`src/rtl/nfa_router.sv`:
```
// Front end for an array of NFA processing elements: input FIFO, sliding character
// window broadcast to the PEs, per-PE config registers and a tagged result pipeline.
module nfa_router #(
    parameter int DWIDTH     = 8,
    parameter int NUM        = 16,
    parameter int FIFO_DEPTH = 4,
    parameter int PE_LAT     = 1
) (
    input  logic                    clk,
    input  logic                    rst_n,
    input  logic                    in_valid,
    output logic                    in_ready,
    input  logic [DWIDTH-1:0]       in_char,
    input  logic                    in_last,
    input  logic                    cfg_we,
    input  logic [$clog2(NUM)-1:0]  cfg_idx,
    input  logic                    cfg_alu,
    input  logic                    cfg_en,
    output logic                    cfg_err,
    output logic [NUM-1:0]          ALU_to_pe,
    output logic [NUM-1:0]          en_to_pe,
    output logic [NUM*DWIDTH-1:0]   str_to_pe,
    output logic                    pe_valid,
    input  logic [NUM-1:0]          result_from_pe,
    output logic                    res_valid,
    output logic [NUM-1:0]          result,
    output logic                    res_any,
    output logic [31:0]             res_pos,
    output logic                    res_last,
    output logic                    busy
);
    localparam int IDX_W = $clog2(NUM);
    localparam int PTR_W = $clog2(FIFO_DEPTH);
    localparam int CNT_W = PTR_W + 1;
    localparam logic [IDX_W:0] NUM_LIM = (IDX_W+1)'(NUM);
    localparam logic [CNT_W-1:0] DEPTH_LIM = CNT_W'(FIFO_DEPTH);

    // FIFO storage holds {last, char}
    logic [DWIDTH:0]      fifo_mem [FIFO_DEPTH];
    logic [PTR_W-1:0]     wr_ptr_reg, rd_ptr_reg;
    logic [CNT_W-1:0]     count_reg;
    logic                 push, pop;
    logic [DWIDTH:0]      head;

    logic [DWIDTH-1:0]    win_reg [NUM];
    logic                 prev_last_reg;
    logic [31:0]          next_pos_reg;

    logic [PE_LAT:0]      pipe_valid_reg;
    logic [31:0]          pipe_pos_reg [PE_LAT+1];
    logic [PE_LAT:0]      pipe_last_reg;

    logic                 res_valid_reg, res_any_reg, res_last_reg, cfg_err_reg;
    logic [NUM-1:0]       result_reg;
    logic [31:0]          res_pos_reg;
    logic [NUM-1:0]       alu_reg, en_reg, alu_next, en_next, cfg_sel;
    logic                 cfg_ok;

    assign in_ready = (count_reg < DEPTH_LIM);
    assign push     = in_valid && in_ready;
    assign pop      = (count_reg != '0);
    assign head     = fifo_mem[rd_ptr_reg];
    assign busy     = pop || (|pipe_valid_reg);

    always_ff @(posedge clk) begin
        if (push)
            fifo_mem[wr_ptr_reg] <= {in_last, in_char};
    end

    always_ff @(posedge clk) begin
        if (!rst_n) begin
            wr_ptr_reg <= '0;
            rd_ptr_reg <= '0;
            count_reg  <= '0;
        end else begin
            if (push) wr_ptr_reg <= wr_ptr_reg + 1'b1;
            if (pop)  rd_ptr_reg <= rd_ptr_reg + 1'b1;
            if (push && !pop)      count_reg <= count_reg + 1'b1;
            else if (pop && !push) count_reg <= count_reg - 1'b1;
        end
    end

    // Window shift; a preceding end-of-string clears the history behind the new char
    always_ff @(posedge clk) begin
        if (!rst_n) begin
            for (int i = 0; i < NUM; i++) win_reg[i] <= '0;
            prev_last_reg <= 1'b0;
            next_pos_reg  <= '0;
        end else if (pop) begin
            win_reg[0] <= head[DWIDTH-1:0];
            for (int i = 1; i < NUM; i++)
                win_reg[i] <= prev_last_reg ? '0 : win_reg[i-1];
            prev_last_reg <= head[DWIDTH];
            next_pos_reg  <= head[DWIDTH] ? 32'd0 : next_pos_reg + 32'd1;
        end
    end

    // Stage 0 is aligned with the window, so its valid bit doubles as pe_valid
    always_ff @(posedge clk) begin
        if (!rst_n) begin
            pipe_valid_reg <= '0;
            pipe_last_reg  <= '0;
            for (int i = 0; i <= PE_LAT; i++) pipe_pos_reg[i] <= '0;
        end else begin
            pipe_valid_reg[0] <= pop;
            pipe_last_reg[0]  <= head[DWIDTH];
            pipe_pos_reg[0]   <= next_pos_reg;
            for (int i = 1; i <= PE_LAT; i++) begin
                pipe_valid_reg[i] <= pipe_valid_reg[i-1];
                pipe_last_reg[i]  <= pipe_last_reg[i-1];
                pipe_pos_reg[i]   <= pipe_pos_reg[i-1];
            end
        end
    end

    always_ff @(posedge clk) begin
        if (!rst_n) begin
            res_valid_reg <= 1'b0;
            result_reg    <= '0;
            res_any_reg   <= 1'b0;
            res_pos_reg   <= '0;
            res_last_reg  <= 1'b0;
        end else begin
            res_valid_reg <= pipe_valid_reg[PE_LAT];
            if (pipe_valid_reg[PE_LAT]) begin
                result_reg   <= result_from_pe & en_reg;
                res_any_reg  <= |(result_from_pe & en_reg);
                res_pos_reg  <= pipe_pos_reg[PE_LAT];
                res_last_reg <= pipe_last_reg[PE_LAT];
            end
        end
    end

    // Config writes only land while the array is idle and the index exists
    always_comb begin
        cfg_sel  = {{(NUM-1){1'b0}}, 1'b1} << cfg_idx;
        cfg_ok   = cfg_we && !busy && ({1'b0, cfg_idx} < NUM_LIM);
        alu_next = alu_reg;
        en_next  = en_reg;
        if (cfg_ok) begin
            alu_next = cfg_alu ? (alu_reg | cfg_sel) : (alu_reg & ~cfg_sel);
            en_next  = cfg_en  ? (en_reg  | cfg_sel) : (en_reg  & ~cfg_sel);
        end
    end

    always_ff @(posedge clk) begin
        if (!rst_n) begin
            alu_reg     <= '0;
            en_reg      <= '0;
            cfg_err_reg <= 1'b0;
        end else begin
            alu_reg     <= alu_next;
            en_reg      <= en_next;
            cfg_err_reg <= cfg_we && !cfg_ok;
        end
    end

    for (genvar gi = 0; gi < NUM; gi++) begin : g_slice
        assign str_to_pe[gi*DWIDTH +: DWIDTH] = win_reg[gi];
    end

    assign pe_valid  = pipe_valid_reg[0];
    assign res_valid = res_valid_reg;
    assign result    = result_reg;
    assign res_any   = res_any_reg;
    assign res_pos   = res_pos_reg;
    assign res_last  = res_last_reg;
    assign ALU_to_pe = alu_reg;
    assign en_to_pe  = en_reg;
    assign cfg_err   = cfg_err_reg;

endmodule

```
`config.mk`:
```
export PLATFORM = sky130hd
export DESIGN_NAME = nfa_router
export DESIGN_NICKNAME = d
export VERILOG_FILES = /design/src/rtl/nfa_router.sv
export SDC_FILE = /design/constraint.sdc
export NUM_CORES = 1
export LEC_CHECK = 0
export BUFFER_PORTS_ARGS = -buffer_cell sky130_fd_sc_hd__buf_2
export CORE_MARGIN = 2
export CORE_UTILIZATION = 59
export CTS_CLUSTER_DIAMETER = 100
export CTS_CLUSTER_SIZE = 28
export DETAILED_ROUTE_END_ITERATION = 8
export GPL_TIMING_DRIVEN = 0
export PLACE_DENSITY = 0.93
export SLEW_MARGIN = 15
export SYNTH_ARGS = -nofsm -noshare
export SYNTH_HDL_FRONTEND = slang
export SYNTH_SLANG_ARGS = --single-unit
export TNS_END_PERCENT = 20
```
`constraint.sdc`:
```
create_clock -name clk -period 10.8 [get_ports clk]
set_input_delay 0.54 -clock clk [delete_from_list [all_inputs] [get_ports clk]]
set_output_delay 0.54 -clock clk [all_outputs]
set_load 0.1 [all_outputs]
```
==> results of run 1 <==
## layer usage
layer  share of wire (%)  up-vias  routed length (um)
li1                    -     4072                   -
met1                  39     4246               11620
met2                  50      396               14830
met3                 8.1       57                2409
met4                 2.5        2                 729
met5               0.044        -                  13
## worst max-delay path, stage by stage (launching register included)
cell and delay (ns):
dfxtp_1 0.39, or3_1 0.38, buf_4 0.17, inv_4 0.08, clkbuf_1 0.41, nand2_1 0.22
buf_2 0.35
## final cells by class
class	count	area [um2]
Antenna cell	1	2.502
Sequential cell	358	8808
Buffer	60	239.0
Timing Repair Buffer	250	1296
Tap cell	280	350.3
Fill cell	1459	6614
Clock buffer	24	451.7
Multi-Input combinational cell	594	3884
Clock inverter	2	10.01
Inverter	8	32.53
## synthesized netlist by cell type, drive strengths merged (14+ instances only)
cell type    n  area share, %
clkbuf      54            1.6
edfxtp     164             38
and3        83            4.0
and2       118            5.7
a21oi       24           0.93
dfxtp      194             30
nand2       56            1.6
nand2b      19           0.92
nor2        89            2.6
xor2        19            1.3
mux2i       65            5.0
nand4       14           0.68
nand3       31            1.2
## worst max-delay path by stage
stage | to | start | cells past startpoint
after global placement | win_reg[0][123] | count_reg[2] | 5
after floorplan | win_reg[0][0] | count_reg[2] | 5
after CTS | busy | count_reg[2] | 6
after detailed placement | win_reg[0][3] | count_reg[2] | 7
after global routing | busy | count_reg[2] | 6
final | busy | count_reg[2] | 6
## metrics by stage
step | instances | worst slack (ns) | hold WS, ns | instance area, um2
after CTS | 1576 | 7.754 | 0.2386 | 15070
after detailed placement | 1550 | 8.247 | 0.4177 | 14610
after global placement | 1548 | 5.083 | 0.4153 | 14550
after global routing | 1577 | 7.578 | 0.2395 | 15070
final | 1577 | 7.735 | 0.2462 | 15070
after floorplan | 1020 | 6.385 | 0.4119 | 12960
## kinds of logic after synthesis
logic type	synth area share, %
fa+ha+maj	0.5794
compound gates	1.709
flops	67.99
buf+inv	2.096
mux	6.702
simple gates	18.76
xor+xnor	2.163
==> key figures, run 1 <==
Status
  • Status: finished clean

Die
  • # rows: 54
  • Initial core utilization: 59.74%
  • Die width: 152.2 um
  • Die Y: about 150 um
  • DIE AREA: approximately 23,000 um2
  • I/O pin cnt: between 200 and 300
  • Core area: around 22,000 um2

Setup path
  • Startpoint Class: flop
  • Worst reg-to-reg path cell count: 7
  • CP Capture Type: output pin
  • Worst path required time: roughly 10 ns
  • Crit Path Max Fanout: 10
  • Crit path kind: reg -> out
  • Reg-to-Reg Start: count_reg[2]
  • Worst Path Arrival: 2.53 ns
  • FF-to-FF End: win_reg[0][20]
  • R2R Setup Slk: 8.21 ns

Hold path
  • HP Class: in -> reg
  • WHS Path Cells: 1
  • Min-Delay Startpoint: in_char[5]
  • Hold path endpoint: fifo_mem[1][5]

Cells and area
  • Nets: roughly 1,300
  • Final Util: ~70%
  • Max FFs per register: 128
  • Commonest non-fill, non-tap cells in the layout: 250 x buf_2, 194 x dfxtp_1, 164 x edfxtp_1
  • Commonest non-fill, non-tap cell in the layout: buf_2
  • Layout cells sized above 1: between 20% and 30%
  • Synth-to-Final Area Change: 16.35%

Timing
  • Max transition margin: approximately 34%
  • Period Utilization, post-route: approximately 28%
  • RSZ-0062 raised after global routing: no
  • Final hold vios: 0
  • Final min period: 3.065 ns
  • Max Clk Rate: approximately 330 MHz
  • Max-slew violation count: 0
  • Setup Skew: 0.01148 ns
  • Slew @ Worst Pin: approximately 1 ns
  • Setup violators final: 0
  • Total Negative Setup Slacks: 0 ns

Run
  • # Max-Cap Violations: 0

GRT
  • GRT Util Overall: between 20% and 30%
  • M3 GR Usage: approximately 4.6%
  • Vias in the first global route: around 8,500
  • Largest net degree at the start of global routing: 58
  • Initial antenna violation count: 2
  • Met2 global-route usage: a little over two fifths
  • GR peak layer: met2
  • First-pass GRT wire length: 45.89 mm
  • Total grt overflow: 0
  • Met1 Resource Use GR: approximately a third

Synth
  • Yosys cell types: 43
  • YS warnings: 0
  • Post-synth EDFFs: around 160
  • Sequential cell area fraction in the yosys report: between 60% and 70%
  • Synth Instances: between 1,000 and 1,500
  • Ys flop type: dfxtp_1
  • Flip-flop and latch count after synthesis: ~360
  • Post-Syn Area per Cell: 12.70 um2
  • Mapped Area: 12,960 um2
  • Syn Nets: 1,061
  • Ys async rst share: 0%

Clock network
  • Worst-path clk slew: 0.11 ns
  • Post-CTS Resized: 0
  • H-tree levels: 1
  • Total setup buffers inserted after CTS: 0
  • Maximum clock insertion buffer count: 3
  • CTS Root Cell: clkbuf_16
  • CTS Hold Bufs: 0
  • Clock sink count: around 360
  • CTS tree: built
  • CTS Buf Count: 16
  • Clock Latency Late Sink: around 0.5 ns

Placed design
  • DP HPWL: 21.81 mm
  • Gpl congestion: 0.9664
  • PortBufs: between 200 and 250

Detailed routing
  • Vias post-DR: roughly 8,800
  • Vias per std cell: approximately 5.6
  • DR iter-0 viols: approximately 690
  • Post-DRT Antenna Nets: 0
  • WL final: about 30 mm
  • Wire per inst: ~19 um
  • DRC: 0
  • DRT Pass-1 Iters: 5
Power of run 1 is not shown: default switching activity piles up to over one toggle a cycle in this logic, so the estimate is an artifact.
==> run 2, diff against run 1 <==
--- a/config.mk
+++ b/config.mk
@@ -7,12 +7,12 @@
 export LEC_CHECK = 0
 export BUFFER_PORTS_ARGS = -buffer_cell sky130_fd_sc_hd__buf_2
 export CORE_MARGIN = 2
-export CORE_UTILIZATION = 59
+export CORE_UTILIZATION = 55
 export CTS_CLUSTER_DIAMETER = 100
 export CTS_CLUSTER_SIZE = 28
 export DETAILED_ROUTE_END_ITERATION = 8
 export GPL_TIMING_DRIVEN = 0
-export PLACE_DENSITY = 0.93
+export PLACE_DENSITY = 0.88
 export SLEW_MARGIN = 15
 export SYNTH_ARGS = -nofsm -noshare
 export SYNTH_HDL_FRONTEND = slang
==> constraint.sdc (replaced) <==
create_clock -name clk -period 3.2 [get_ports clk]
set_input_delay 0.16 -clock clk [delete_from_list [all_inputs] [get_ports clk]]
set_output_delay 0.16 -clock clk [all_outputs]
set_load 0.1 [all_outputs]
==> run 2 against run 1 <==
Effect of this change:
- clock skew rose by 0.0040 ns
- wire length increased by 0.60%
- hold slack got worse by 0.18 ns
- critical path depth unchanged
- via count fell by 0.60%
- sequential cell count unchanged
- global-route usage decreased by 1.6 points
- first-iteration DRC count grew 11%
- critical path type unchanged
==> key figures, run 2 (synthesis gave the netlist of run 1 again) <==
Status
  • Status: finished clean

Placed design
  • PortBufs: 248 (unchanged)
  • Gpl congestion: 0.8609 (-11%)
  • DP HPWL: 21.51 mm (-1.4%)

Timing
  • RSZ-0062 raised after global routing: no
  • Setup violators final: 0 (unchanged)
  • Max transition margin: 28.81% (-5.2 points)
  • Max Clk Rate: ~370 MHz
  • Setup Skew: 0.01550 ns (+0.004022 ns)
  • Period Utilization, post-route: 84.45%
  • Total Negative Setup Slacks: 0 ns (unchanged)
  • Slew @ Worst Pin: 1.058 ns (+0.07673 ns)
  • Final min period: between 2 and 3 ns
  • Max-slew violation count: 0 (unchanged)
  • Final hold vios: 0 (unchanged)

Setup path
  • CP Capture Type: output pin
  • Crit Path Max Fanout: 10 (unchanged)
  • Kind of cell adding the most delay to the critical path: buffers and inverters
  • Worst Path Arrival: 2.54 ns (about the same)
  • Startpoint Class: flop
  • Worst reg-to-reg path cell count: 7 (unchanged)
  • Slowest CP cell: clkbuf_1
  • WP depth: 6 (unchanged)
  • Crit path buf inv count: 4 (unchanged)
  • Worst path max stage delay: 0.46 ns (+0.05 ns)
  • Worst path required time: 3.04 ns (-7.22 ns)
  • Crit path kind: reg -> out
  • CP Cell Sequence: or3_1, buf_4, inv_4, clkbuf_1, nand2_1, buf_2

Clock network
  • CTS Hold Bufs: 26 (+26)
  • Clock Latency Late Sink: 0.50 ns (about the same)
  • Post-CTS Resized: 0 (unchanged)
  • Worst-path clk slew: 0.11 ns (about the same)
  • CTS tree: built
  • H-tree levels: 1 (unchanged)
  • CTS Root Cell: clkbuf_16
  • CTS Buf Count: 16 (unchanged)
  • Total setup buffers inserted after CTS: 0 (unchanged)
  • Clock sink count: 358 (unchanged)
  • Maximum clock insertion buffer count: 3 (unchanged)

Detailed routing
  • Vias per std cell: 5.320 (-4.4%)
  • WL final: 29.79 mm (+0.60%)
  • Post-DRT Antenna Nets: 0 (unchanged)
  • DR iter-0 viols: 763 (+11%)
  • Wire per inst: 18.17 um (-3.2%)
  • DRC: 0 (unchanged)
  • Vias post-DR: 8,720 (-0.60%)
  • DRT Pass-1 Iters: 5 (unchanged)

Die
  • Die Y: 157.5 um (+3.5%)
  • # rows: 56 (+3.7%)
  • I/O pin cnt: 250 (unchanged)
  • DIE AREA: 24,800 um2 (+7.1%)
  • Initial core utilization: 55.53% (-4.2 points)
  • Die width: 157.5 um (+3.5%)
  • Core area: 23,330 um2 (+7.6%)

Cells and area
  • Commonest non-fill, non-tap cell in the layout: buf_2
  • Commonest non-fill, non-tap cells in the layout: 250 x buf_2, 194 x dfxtp_1, 164 x edfxtp_1
  • Layout cells sized above 1: 22.21% (-0.55 points)
  • Synth-to-Final Area Change: 18.55%
  • Nets: 1,354 (+1.9%)
  • Max FFs per register: 128 (unchanged)

Run
  • # Max-Cap Violations: 0 (unchanged)

Hold path
  • HP Class: in -> reg
  • WHS Path Cells: 3 (+2)

GRT
  • First-pass GRT wire length: 44.18 mm (-3.7%)
  • Total grt overflow: 0 (unchanged)
  • Largest net degree at the start of global routing: 113 (+95%)
  • Initial antenna violation count: 4 (+2)
  • Vias in the first global route: 8,141 (-4.3%)
  • GRT Util Overall: 23.20% (-1.6 points)
## run 2: cell count changes in the layout (fill, tap and decap cells not counted), sizes merged
cell,before,now
dlygate4sd3,0,26
buf,256,255
clkbuf,78,77
clkinv,2,1
## run 2: cell type report
cell class / instances / area (um2)
clock inverters: 1 / 8.758
flip-flops and latches: 358 / 8808
fillers: 1681 / 7973
diodes: 1 / 2.502
well taps: 319 / 399.1
clock buffers: 23 / 447.9
plain buffers: 60 / 239.0
repair buffers: 275 / 1529
inverters: 8 / 32.53
multi-input cells: 594 / 3892
## run 2: worst paths after layout
kind	start	to	slack, ns
worst max-delay path	count_reg[2]	busy	0.50
worst min-delay path	cfg_alu	flop	0.07
worst max register to register	count_reg[2]	count_reg[1]	0.74
worst min register to register	pipe_pos_reg[0][15]	pipe_pos_reg[1][15]	0.44
## run 2: worst reg2reg max path, delay by kind of cell (launching register included)
kind,cells,cell delay (ns)
compound gates,1,0.14
fa+ha+maj,1,0.39
buf+inv,3,0.72
flops,1,0.38
simple gates,2,0.77
## run 2: metrics by stage
| step | area, um2 | hold WS, ns | worst slack, ns | cells | util [%] |
|---|---|---|---|---|---|
| 3_3_place_gp | 14600 | 0.3709 | -0.7643 | 1587 | 62.57 |
| 6_report | 15360 | 0.06926 | 0.4975 | 1639 | 65.83 |
| 5_1_grt | 15360 | 0.06974 | 0.3737 | 1638 | 65.82 |
| 4_1_cts | 15360 | 0.05466 | 0.5023 | 1638 | 65.82 |
| 3_5_place_dp | 14640 | 0.3763 | 0.7723 | 1588 | 62.75 |
| 2_1_floorplan | 12960 | 0.2589 | 0.07412 | 1020 | - |
## run 2: routing by layer
| layer | GRT usage (%) | share of wire (%) |
|---|---|---|
| met5 | 0 | 0.12 |
| met4 | 6.494 | 2.6 |
| met3 | 5.562 | 8.2 |
| met2 | 39.34 | 48 |
| met1 | 29.86 | 41 |
Power of run 2 is left out for the same reason.
==> run 3, diff against run 2 <==
--- a/config.mk
+++ b/config.mk
@@ -5,6 +5,7 @@
 export SDC_FILE = /design/constraint.sdc
 export NUM_CORES = 1
 export LEC_CHECK = 0
+export ABC_AREA = 1
 export BUFFER_PORTS_ARGS = -buffer_cell sky130_fd_sc_hd__buf_2
 export CORE_MARGIN = 2
 export CORE_UTILIZATION = 55
==> constraint.sdc (replaced) <==
create_clock -name clk -period 2.7 [get_ports clk]
set_input_delay 0.135 -clock clk [delete_from_list [all_inputs] [get_ports clk]]
set_output_delay 0.135 -clock clk [all_outputs]
set_load 0.1 [all_outputs]
==> run 3 against run 2 <==
Effect of this change:
- first-iteration DRC count grew 21%
- worst setup slack got worse by 0.25 ns
- sequential share of layout area is 2.1 points lower
- count of clock-buffer cells in the layout is 2 higher
- die area grew 4.0%
- critical path type is now in -> reg
==> key figures, run 3 <==
Cells and area
  • Layout cells sized above 1: 18.03% (-4.2 points)
  • Synth-to-Final Area Change: 18.26%
  • Commonest non-fill, non-tap cell in the layout: nor2_1
  • Diode count: 0 (-1)
  • Nets: 1,792 (+32%)
  • Commonest non-fill, non-tap cells in the layout: 317 x nor2_1, 261 x buf_2, 239 x inv_1
  • Max FFs per register: 128 (unchanged)

Placed design
  • PortBufs: 247 (-0.40%)
  • DP HPWL: 24.95 mm (+16%)
  • Gpl congestion: 0.9210 (+7.0%)

Synth
  • Post-synth EDFFs: 164 (unchanged)
  • Syn Nets: 1,497 (+41%)
  • YS warnings: 0 (unchanged)
  • Yosys cell types: 37 (-14%)
  • Synth Instances: 1,456 (+43%)
  • Top post-synthesis cells by count: 317 x nor2_1, 239 x inv_1, 219 x nand2_1
  • Ys async rst share: 0% (unchanged)
  • Top cells by area, synth: edfxtp_1 37%, dfxtp_1 29%, nor2_1 8.8%
  • Yosys top cell area share: 36.52% (-1.5 points)
  • Post-Syn Area per Cell: 9.261 um2 (-27%)
  • Ys flop type: dfxtp_1
  • Flip-flop and latch count after synthesis: 358 (unchanged)
  • Dominant cell by count in the synthesized netlist: nor2_1
  • Mapped Area: 13,480 um2 (+4.1%)
  • Area leader, netlist: edfxtp_1
  • Sequential cell area fraction in the yosys report: 65.32% (-2.7 points)

Setup path
  • Most Frequent Cell on Critical Path: clkbuf_1
  • Slowest CP cell: dlygate4sd3_1
  • R2R Setup Slk: 0.81 ns (+0.07 ns)
  • Worst Path Arrival: 2.63 ns (+0.09 ns)
  • Worst path required time: 2.88 ns (-0.16 ns)
  • CP Capture Type: flop
  • Crit Path Max Fanout: 101 (+91)
  • Worst path max stage delay: 0.53 ns (+0.07 ns)
  • Startpoint Class: input port
  • CP Cell Sequence: dlygate4sd3_1, buf_2, clkbuf_1, clkbuf_1, nand2_8, buf_16
  • Crit path kind: in -> reg

Die
  • Die Y: 160.6 um (+2.0%)
  • DIE AREA: 25,790 um2 (+4.0%)
  • # rows: 57 (+1.8%)
  • I/O pin cnt: 250 (unchanged)
  • Die width: 160.6 um (+2.0%)
  • Initial core utilization: 55.77% (+0.24 points)
  • Core area: 24,180 um2 (+3.6%)

GRT
  • GRT Util Overall: 25.84% (+2.6 points)
  • Vias in the first global route: 10,220 (+25%)
  • Initial antenna violation count: 0 (-4)
  • M3 GR Usage: 4.184% (-1.4 points)
  • Total grt overflow: 0 (unchanged)
  • GR peak layer: met2
  • Met2 global-route usage: 47.59% (+8.2 points)
  • Largest net degree at the start of global routing: 102 (-9.7%)
  • Met1 Resource Use GR: 30.76% (+0.90 points)
  • First-pass GRT wire length: 53.03 mm (+20%)

Timing
  • Setup Skew: 0.01754 ns (+0.002044 ns)
  • Max transition margin: 38.27% (+9.5 points)
  • Period Utilization, post-route: 90.89%
  • Final hold vios: 0 (unchanged)
  • Worst hold margin: 0.09525 ns (+0.02599 ns)
  • Final min period: 2.454 ns
  • RSZ-0062 raised after global routing: no
  • Total Negative Setup Slacks: 0 ns (unchanged)
  • Max Clk Rate: 407.5 MHz
  • Max-slew violation count: 0 (unchanged)
  • Slew @ Worst Pin: 0.9226 ns (-0.1355 ns)
  • Setup violators final: 0 (unchanged)

Clock network
  • Maximum clock insertion buffer count: 3 (unchanged)
  • CTS Root Cell: clkbuf_16
  • Clock Latency Late Sink: 0.51 ns (about the same)
  • Post-CTS Resized: 0 (unchanged)
  • CTS Buf Count: 16 (unchanged)
  • Total setup buffers inserted after CTS: 0 (unchanged)
  • Worst-path clk slew: 0.10 ns (about the same)
  • H-tree levels: 1 (unchanged)
  • Clock sink count: 358 (unchanged)
  • CTS tree: built

Detailed routing
  • WL final: 33.83 mm (+14%)
  • Post-DRT Antenna Nets: 0 (unchanged)
  • Wire per inst: 16.25 um (-11%)
  • Vias per std cell: 5.075 (-4.6%)
  • Vias post-DR: 10,570 (+21%)
  • DR iter-0 viols: 924 (+21%)
  • DRT Pass-1 Iters: 5 (unchanged)
  • DRC: 0 (unchanged)

Run
  • # Max-Cap Violations: 0 (unchanged)

Status
  • Status: finished clean

Hold path
  • HP Class: in -> reg
-- run 3: kinds of logic (layout without fill, tap and decap cells) --
logic type,after synthesis,after routing,synth area share [%]
flip-flops,358,358,65.32
adder cells (fa/ha/maj),6,6,0.5567
buffers and inverters,302,604,8.806
AO/OA/AOI/OAI,150,150,5.679
XOR/XNOR,4,4,0.2599
AND/OR/NAND/NOR,636,636,19.37
-- run 3: cell type report --
cell class              instances  area (um2)
well taps                     324       405.4
flip-flops and latches        358        8808
fillers                      1804        8230
plain buffers                  54       254.0
multi-input cells             796        3505
inverters                     248       933.4
clock buffers                  25       486.7
repair buffers                277        1554
-- run 3: worst paths after layout --
path,startpoint,to,cells past startpoint
max,rst_n,win_reg[0][2],6
min,in_valid,wr_ptr_reg[0],3
max reg2reg,flop,next_pos_reg[29],9
min reg2reg,pipe_pos_reg[0][24],pipe_pos_reg[1][24],2
-- run 3: per-layer routing --
layer,vias up,routed length (um)
li1,5114,-
met1,4970,13220
met2,412,17390
met3,71,2182
met4,0,1047
met5,-,0
-- run 3: critical path: cells and delay by family --
family | cells | cell delay, ns
buffers and inverters | 5 | 2.10
and+or+nand+nor | 1 | 0.25
-- run 3: metrics by stage --
step           area (um2)  util, %  setup slack [ns]  instances
2_1_floorplan       13490        -            0.5596       1456
3_3_place_gp        15130    62.59           -0.1799       2027
3_5_place_dp        15170    62.74            0.3455       2028
4_1_cts             15950    65.96            0.3485       2082
5_1_grt             15950    65.96            0.1417       2082
6_report            15950    65.96            0.2461       2082
-- run 3: timing repair --
action                                  in CTS  in global routing
hold endpoints to repair                    58                  0
hold buffers                                29                  0
endpoints found under the setup margin       0                  0
Power of run 3 is left out for the same reason.
